$ cat src/rtl/sel_dec_pkg.sv
// Shared types and defaults for the pipelined one-hot select decoder.
// Holds the skid-buffer occupancy enum, the default geometry and a ceil-log2 helper.
package sel_dec_pkg;

  typedef enum logic [1:0] {
    EMPTY = 2'd0,
    ONE   = 2'd1,
    TWO   = 2'd2
  } state_e;

  localparam int DEF_SEL_W  = 4;
  localparam int DEF_N_OUT  = 16;
  localparam int DEF_NUM_CH = 2;

  function automatic int clog2(input int value);
    int result;
    int rem;
    result = 0;
    rem    = value - 1;
    while (rem > 0) begin
      result++;
      rem = rem >>> 1;
    end
    return result;
  endfunction

endpackage

$ cat src/rtl/sel_onehot_dec.sv
// Combinational single-channel decoder: index plus enable to an N_OUT-bit one-hot word.
// Indices at or beyond N_OUT produce an all-zero word and flag range_err_o.
module sel_onehot_dec #(
  parameter int SEL_W = 4,
  parameter int N_OUT = 16
) (
  input  logic [SEL_W-1:0] sel_i,
  input  logic             en_i,
  output logic [N_OUT-1:0] onehot_o,
  output logic             range_err_o
);

  // One extra bit so N_OUT == 2**SEL_W is representable.
  localparam logic [SEL_W:0] N_OUT_L = (SEL_W + 1)'(N_OUT);

  for (genvar gi = 0; gi < N_OUT; gi++) begin : g_bit
    assign onehot_o[gi] = en_i & (sel_i == SEL_W'(gi));
  end

  assign range_err_o = en_i & ({1'b0, sel_i} >= N_OUT_L);

endmodule

$ cat src/rtl/sel_decoder_pipe.sv
// Multi-channel registered one-hot select decoder with a valid/ready 2-entry skid buffer.
// Optional SEL_COLLIDE_CHECK_EN adds a per-transaction same-index collision flag.
module sel_decoder_pipe
  import sel_dec_pkg::*;
#(
  parameter int SEL_W  = DEF_SEL_W,
  parameter int N_OUT  = DEF_N_OUT,
  parameter int NUM_CH = DEF_NUM_CH
) (
  input  logic                    clock,
  input  logic                    clear,
  input  logic                    in_valid,
  output logic                    in_ready,
  input  logic [NUM_CH*SEL_W-1:0] sel_in,
  input  logic [NUM_CH-1:0]       en_in,
  output logic                    out_valid,
  input  logic                    out_ready,
  output logic [NUM_CH*N_OUT-1:0] dec_out,
  output logic [NUM_CH-1:0]       range_err,
  output logic                    collide
);

  localparam int IDX_W = clog2(N_OUT);
  localparam int ENT_W = NUM_CH * N_OUT + NUM_CH + 1;

  if (N_OUT < 2 || IDX_W > SEL_W) begin : g_bad_params
    $error("sel_decoder_pipe: N_OUT must satisfy 2 <= N_OUT <= 2**SEL_W");
  end

  logic [NUM_CH*N_OUT-1:0] dec_c;
  logic [NUM_CH-1:0]       err_c;
  logic                    col_c;

  for (genvar gi = 0; gi < NUM_CH; gi++) begin : g_ch
    sel_onehot_dec #(
      .SEL_W (SEL_W),
      .N_OUT (N_OUT)
    ) u_dec (
      .sel_i       (sel_in[gi*SEL_W +: SEL_W]),
      .en_i        (en_in[gi]),
      .onehot_o    (dec_c[gi*N_OUT +: N_OUT]),
      .range_err_o (err_c[gi])
    );
  end

`ifdef SEL_COLLIDE_CHECK_EN
  // An enabled channel without range_err is exactly "sel < N_OUT".
  always_comb begin
    col_c = 1'b0;
    for (int c = 0; c < NUM_CH; c++) begin
      for (int d = c + 1; d < NUM_CH; d++) begin
        if (en_in[c] && en_in[d] && !err_c[c] &&
            (sel_in[c*SEL_W +: SEL_W] == sel_in[d*SEL_W +: SEL_W])) begin
          col_c = 1'b1;
        end
      end
    end
  end
`else
  assign col_c = 1'b0;
`endif

  logic [ENT_W-1:0] in_ent;
  logic [ENT_W-1:0] out_q, out_d;
  logic [ENT_W-1:0] skid_q, skid_d;
  state_e           state_q, state_d;
  logic             take_in, give_out;

  assign in_ent   = {col_c, err_c, dec_c};
  assign in_ready = (state_q != TWO);
  assign out_valid = (state_q != EMPTY);
  assign take_in  = in_valid & in_ready;
  assign give_out = out_valid & out_ready;

  always_comb begin
    state_d = state_q;
    out_d   = out_q;
    skid_d  = skid_q;
    case (state_q)
      EMPTY: begin
        if (take_in) begin
          state_d = ONE;
          out_d   = in_ent;
        end
      end
      ONE: begin
        if (take_in && give_out) begin
          out_d = in_ent;
        end else if (take_in) begin
          state_d = TWO;
          skid_d  = in_ent;
        end else if (give_out) begin
          state_d = EMPTY;
        end
      end
      TWO: begin
        if (give_out) begin
          state_d = ONE;
          out_d   = skid_q;
          skid_d  = '0;
        end
      end
      default: state_d = EMPTY;
    endcase
  end

  always_ff @(posedge clock or posedge clear) begin
    if (clear) begin
      state_q <= EMPTY;
      out_q   <= '0;
      skid_q  <= '0;
    end else begin
      state_q <= state_d;
      out_q   <= out_d;
      skid_q  <= skid_d;
    end
  end

  assign {collide, range_err, dec_out} = out_q;

  for (genvar gi = 0; gi < NUM_CH; gi++) begin : g_onehot_chk
    always_comb assert ($onehot0(out_q[gi*N_OUT +: N_OUT]));
  end

endmodule

$ cat config.mk
export PLATFORM = sky130hd
export DESIGN_NAME = sel_decoder_pipe
export DESIGN_NICKNAME = d
export VERILOG_FILES = /design/src/rtl/sel_dec_pkg.sv /design/src/rtl/sel_onehot_dec.sv /design/src/rtl/sel_decoder_pipe.sv
export SDC_FILE = /design/constraint.sdc
export NUM_CORES = 1
export LEC_CHECK = 0
export CORE_UTILIZATION = 50
export DETAILED_ROUTE_END_ITERATION = 12
export GPL_TIMING_DRIVEN = 0
export HOLD_SLACK_MARGIN = 0.03
export PLACE_DENSITY_LB_ADDON = 0.12
export REMOVE_ABC_BUFFERS = 1
export SYNTH_ARGS = -nofsm -noshare
export SYNTH_HDL_FRONTEND = slang
export SYNTH_SLANG_ARGS = --single-unit
$ cat constraint.sdc
create_clock -name clock -period 2.17 [get_ports clock]
set_input_delay 0.3255 -clock clock [delete_from_list [all_inputs] [get_ports clock]]
set_output_delay 0.3255 -clock clock [all_outputs]
set_load 0.02 [all_outputs]
==> results.yml <==
floorplanning:
  dieArea_mm2: 0.00684
  ios: 51
  start_util_pct: 51.6
  die-width_um: 82.7
  row_count: 29
  die_h_um: 82.7
  coreArea_mm2: 0.00631
synth:
  synthDistinctLibCells: 33
  synthFlopType: "dfrtp_1"
  synth-compound-area-share_pct: 14.4
  ys_seq_area_share_pct: 50.7
  ys_warn_count: 0
  netlist_area_mm2: 0.00326
  synth-async-reset-ratio_pct: 100
  synth_fa_ha_area_share_pct: 0
  synthMuxAreaShare_pct: 10.2
  synth-seq-cells: 66
  yosys.area_share.simple_pct: 15.1
  synth_top_family_by_area: "simple AND/OR/NAND/NOR gates"
  syn_avg_cell_area_um2: 9.96
  synth_edf_count: 0
  synth_xor_area_share_pct: 0
  syn_inst: 327
critical_path:
  crit_required_ns: 1.84
  critPathMaxStageDelay_ns: 0.53
  critPathSlowestCell: "dfrtp_1"
  worstReg2RegEnd: "out_q[12]"
  crit_fanout: 8
  r2r-start: "state_q[0]"
  startpoint_type: "flop"
  reg2reg_slack_ns: 0.17
  path_cells: "or2_2, clkdlybuf4s50_1"
  rr_worst_depth: 3
  worstSetupPathType: "reg -> out"
  endpoint: "out_valid"
  cp-end-kind: "output pin"
  crit_arrival_ns: 1.75
  cp-startpoint: "state_q[0]"
clock_network:
  clockBufferDepth: 2
  clk_pin_slew_ns: 0.07
  htreeDepth: 3
  cts-root-buf: "clkbuf_8"
  clock_latency_ns: 0.34
  cts_made_buffers: 9
  cts_tree: "yes"
  cts_sinks: 66
flow_run:
  drv_cap: 0
grt:
  grt-ovfl-total: 0
  grt_pass1_vias: 2633
  grt_max_degree: 67
  grt_antenna_before_repair: 0
  grt.total_usage_pct: 26.5
  grt_pass1_wl_um: 13000
final_layout:
  instances_no_fill: 443
  diodes: 0
  syn_to_final_growth_pct: 20.7
  final_cell_mix: "dfrtp_1, clkdlybuf4s50_1, nand2_1"
  layout_commonest_cell: "dfrtp_1"
  nNetsFinal: 377
  drive_gt1_share_pct: 7.65
place:
  dp_hpwl_um: 4270
  dp.cells: 424
  portBuffers: 47
  place.gp.congestion: 0.727
detailed_routing:
  avgRoutedWirePerCell_um: 18.0
  wirelength_um: 7960
  first_pass_iters: 4
  drcViolationCount: 0
  ant_nets: 0
  viasPerCell: 5.86
  vias: 2598
  first_iter_violations: 145
pwr:
  power_density_mw_per_mm2: 962
  power_leakage_uw: 0.00151
  design_power_total_uw: 3780
  ir_drop_uv: 567
sta:
  max_freq_mhz: 482
  max_slew_margin_pct: 25.1
  period_share_pct: 95.6
  rsz0062_at_grt: "false"
  drv_slew: 0
  worst_pin_slew_ns: 1.12
  min_period_ns: 2.07
  final_hold_viol_count: 0
  fin_skew_ns: 0.00975
  setup_viol_count_final: 0
hold_path:
  hp-class: "in -> async"
outcome:
  status: "completed"
## metrics by stage
step / hold slack [ns] / util, % / setup slack (ns) / cell area [um2] / setup TNS, ns
finish: 0.486 / 62.3 / 0.0956 / 3930 / 0
global route: 0.537 / 62.3 / 0.0309 / 3930 / 0
CTS: 0.522 / 62.1 / 0.0422 / 3920 / 0
detailed placement: 0.510 / 58.4 / -1.23 / 3690 / -45.40
global placement: 0.505 / 57.9 / -2.74 / 3660 / -209.75
floorplan: 0.389 / - / -1.08 / 3090 / -57.09
## logic make-up after synthesis
group | Yosys count
and+or+nand+nor | 93
DFF | 66
muxes | 33
other | 1
buffers and inverters | 65
AOI/OAI and AO/OA | 69
## synthesized netlist by cell type (all sizes together) (3+ instances only)
cell | n | area share, %
dfrtp | 66 | 51
or3 | 6 | 1.2
nand2 | 36 | 4.1
nand3 | 21 | 3.2
inv | 34 | 3.9
and3b | 3 | 0.81
mux2i | 32 | 9.8
nand3b | 3 | 0.69
buf | 19 | 4.1
nor3b | 6 | 1.4
clkbuf | 11 | 1.3
a31oi | 32 | 6.1
a211oi | 32 | 7.4
nor2b | 3 | 0.58
## registers in the layout (all words and copies together) (netlist names)
register and cells:
out_q 32, skid_q 32, state_q 2
## critical path: cells and delay by family, from the launching register on
| family | cells | cell delay [ns] |
|---|---|---|
| buffers and inverters | 1 | 0.53 |
| flip-flops | 1 | 0.53 |
| AND/OR/NAND/NOR | 1 | 0.35 |
## layout make-up
class	instances	area (um2)
repair buffers	50	504
inverters	35	139
flip-flops and latches	66	1650
clock inverters	2	37.5
fillers	554	2380
well taps	77	96.3
clock buffers	12	155
multi-input cells	200	1350
repair inverters	1	5.00
## worst min path at each step
stage                     cells after the start          to        from
after floorplan                               1  state_q[1]   out_ready
final                                         2   out_q[15]       clear
after global placement                        2  skid_q[11]  skid_q[11]
after global routing                          2  skid_q[11]  skid_q[11]
after CTS                                     2   skid_q[2]   skid_q[2]
after detailed placement                      2   skid_q[2]   skid_q[2]
## layer usage
layer / routed length, um / track usage [%] / vias to the layer above
met5: 0 / 0 / -
met4: 97 / 10.7 / 0
met3: 550 / 3.74 / 10
met2: 3690 / 43.4 / 86
met1: 3620 / 35.3 / 1278
li1: - / - / 1224
## where the power goes
part / internal (uW) / switching, uW / total, uW
sequential: 1440 / 140 / 1580
clock: 582 / 474 / 1060
combinational: 509 / 637 / 1150
## repair_timing
action | 4_1_cts | 5_1_grt
endpoints found under the setup margin | 66 | 10
buffers inserted | 1 | 1
cloned | 3 | 0
hold buffers | 0 | 0
pin swaps | 0 | 0
gates resized for setup | 6 | 1
(Power assumes the default switching activity.)
==> variant 1: new RTL, config.mk and constraints unchanged <==
Add a define of `SEL_COLLIDE_CHECK_EN`.
--- a/src/rtl/sel_decoder_pipe.sv
+++ b/src/rtl/sel_decoder_pipe.sv
@@ -1,4 +1,6 @@
 // Multi-channel registered one-hot select decoder with a valid/ready 2-entry skid buffer.
 // Optional SEL_COLLIDE_CHECK_EN adds a per-transaction same-index collision flag.
+`define SEL_COLLIDE_CHECK_EN
+
 module sel_decoder_pipe
   import sel_dec_pkg::*;
Check against the original RTL: not equivalent (a bounded check fails within 4 cycles, from zero or initial values).
==> variant 1 against the unedited design <==
- design area decreased by 2.4%
- worst hold slack got worse by 0.010 ns
- power decreased by 15%
- synthesized area decreased by 4.5%
- clock power decreased by 15%
- cell count increased by 1.1%
- via count decreased by 3.0%
- routed wire length decreased by 16%
- setup slack improved by 0.011 ns
- sequential cell count increased by 2
- utilization increased by 2.1 points
- critical path depth increased by 2
- non-clock buffer count increased by 5
- critical endpoint is now in_ready
- largest cell class unchanged
- highest routed layer unchanged
==> variant 1: results (changes against the unedited design) <==
run_status: "completed"
fill_cells: 516  # -6.9%
dpl.hpwl_um: 4310  # +1.2%
tightestPinTransition_ns: 0.838  # -0.280 ns
grt_util_all_layers: 0.222  # -0.0424
synth_commonest_cells: "sky130_fd_sc_hd__nand2_1, sky130_fd_sc_hd__dfrtp_1, sky130_fd_sc_hd__o21ai_0"
detail_route.wl_per_cell_um: 15.0  # -17%
synth-seq-area-share: 0.547  # +0.0397
reg_top3: "out_q (33), skid_q (33), state_q (2)"
detail_route.iter0.violations: 167  # +15%
netSwitchingPower_uw: 1010  # -19%
wl_met1_um: 3200  # -12%
portBuffers: 48  # +2.1%
max_stage_delay_ns: 0.46  # -0.07 ns
critical-path-top-delay-family: "buffers and inverters"
synth_top_cells_by_area: "sky130_fd_sc_hd__dfrtp_1, sky130_fd_sc_hd__nand2_1, sky130_fd_sc_hd__o21ai_0, sky130_fd_sc_hd__a31oi_1, sky130_fd_sc_hd__a32oi_1"
grt_first_pass_wirelength_um: 10900  # -16%
final.setup_skew_ns: 0.00512  # -0.00463 ns
worst_hold_path_type: "flip-flop to flip-flop"
met2_wire_len_um: 3100  # -16%
static-leakage-power_uw: 0.00155  # +2.4%
critical_path.max_fanout: 40  # +32
vias_per_cell: 5.63  # -4.0%
finish.net_count: 382  # +1.3%
worst_ir_drop_vdd_mv: 0.456  # -19%
drive_above_1_share: 0.0831  # +0.00661
yosysUniqueCellTypes: 37  # +12%
grt_start_max_net_pins: 69  # +3.0%
dr_wl_met3_um: 296  # -46%
[variant 1: metrics by stage]
stage	area [um2]	TNS, ns	worst slack, ns	std cells	utilization
6_report	3840	0	0.107	448	0.644
5_1_grt	3840	0	0.0229	448	0.644
4_1_cts	3810	0	0.0908	445	0.639
3_5_place_dp	3640	-11.14	-0.625	429	0.612
3_3_place_gp	3550	-295.03	-4.44	425	0.595
2_1_floorplan	2970	-104.49	-2.14	302	-
[variant 1: final timing paths]
path	startpoint	end	slack [ns]	depth (start not counted)
worst max-delay path	state_q[0]$_DFFE_PP0P_	in_ready	0.11	4
worst min-delay path	skid_q[6]$_DFFE_PP0P_	skid_q[6]$_DFFE_PP0P_	0.48	2
worst max register to register	state_q[1]$_DFFE_PP0P_	out_q[4]$_DFFE_PP0P_	0.32	5
worst min register to register	skid_q[6]$_DFFE_PP0P_	skid_q[6]$_DFFE_PP0P_	0.48	2
max in group asynchronous	clear	state_q[0]$_DFFE_PP0P_	1.08	2
min in group asynchronous	clear	skid_q[19]$_DFFE_PP0P_	0.49	2
[variant 1: kinds of logic (layout without fill, tap and decap cells)]
family,after synthesis,after routing,share of synthesized area
compound gates,90,90,0.207
xor+xnor,4,4,0.0113
buf+inv,32,74,0.0502
flops,68,68,0.547
other cells,1,2,0.00120
simple gates,135,135,0.184
[variant 1: power by group through the flow]
stage / Sequential [uW] / Clock, uW / Combinational [uW]
final: 1500 / 897 / 838
after global routing: 1510 / 961 / 917
after CTS: 1500 / 915 / 829
after detailed placement: 1520 / 0 / 828
after global placement: 1510 / 0 / 771
after floorplan: 1640 / 0 / 302
[variant 1: worst min-delay path: cells and delay by family, from the launching register on]
kind / cells / cell delay [ns]
and+or+nand+nor: 1 / 0.05
DFF: 1 / 0.34
AOI/OAI and AO/OA: 1 / 0.05
[variant 1: cell type report]
type | instances | area share
Clock buffer | 14 | 0.0398
Timing Repair Buffer | 55 | 0.151
Tap cell | 75 | 0.0245
Inverter | 3 | 0.00359
Sequential cell | 68 | 0.444
Multi-Input combinational cell | 231 | 0.335
Clock inverter | 2 | 0.00261
[variant 1: routing by layer]
layer,GRT usage,vias to the layer above
met1,0.306,1217
met3,0.0404,12
met2,0.347,69
met5,0,-
met4,0.0911,0
li1,-,1223
[variant 1: repair_timing]
item | 4_1_cts | 5_1_grt
buffers inserted | 0 | 3
pin swaps | 0 | 1
gates resized for setup | 2 | 2
setup endpoints to repair | 19 | 9
hold endpoints to repair | 0 | 0
hold buffers | 0 | 0
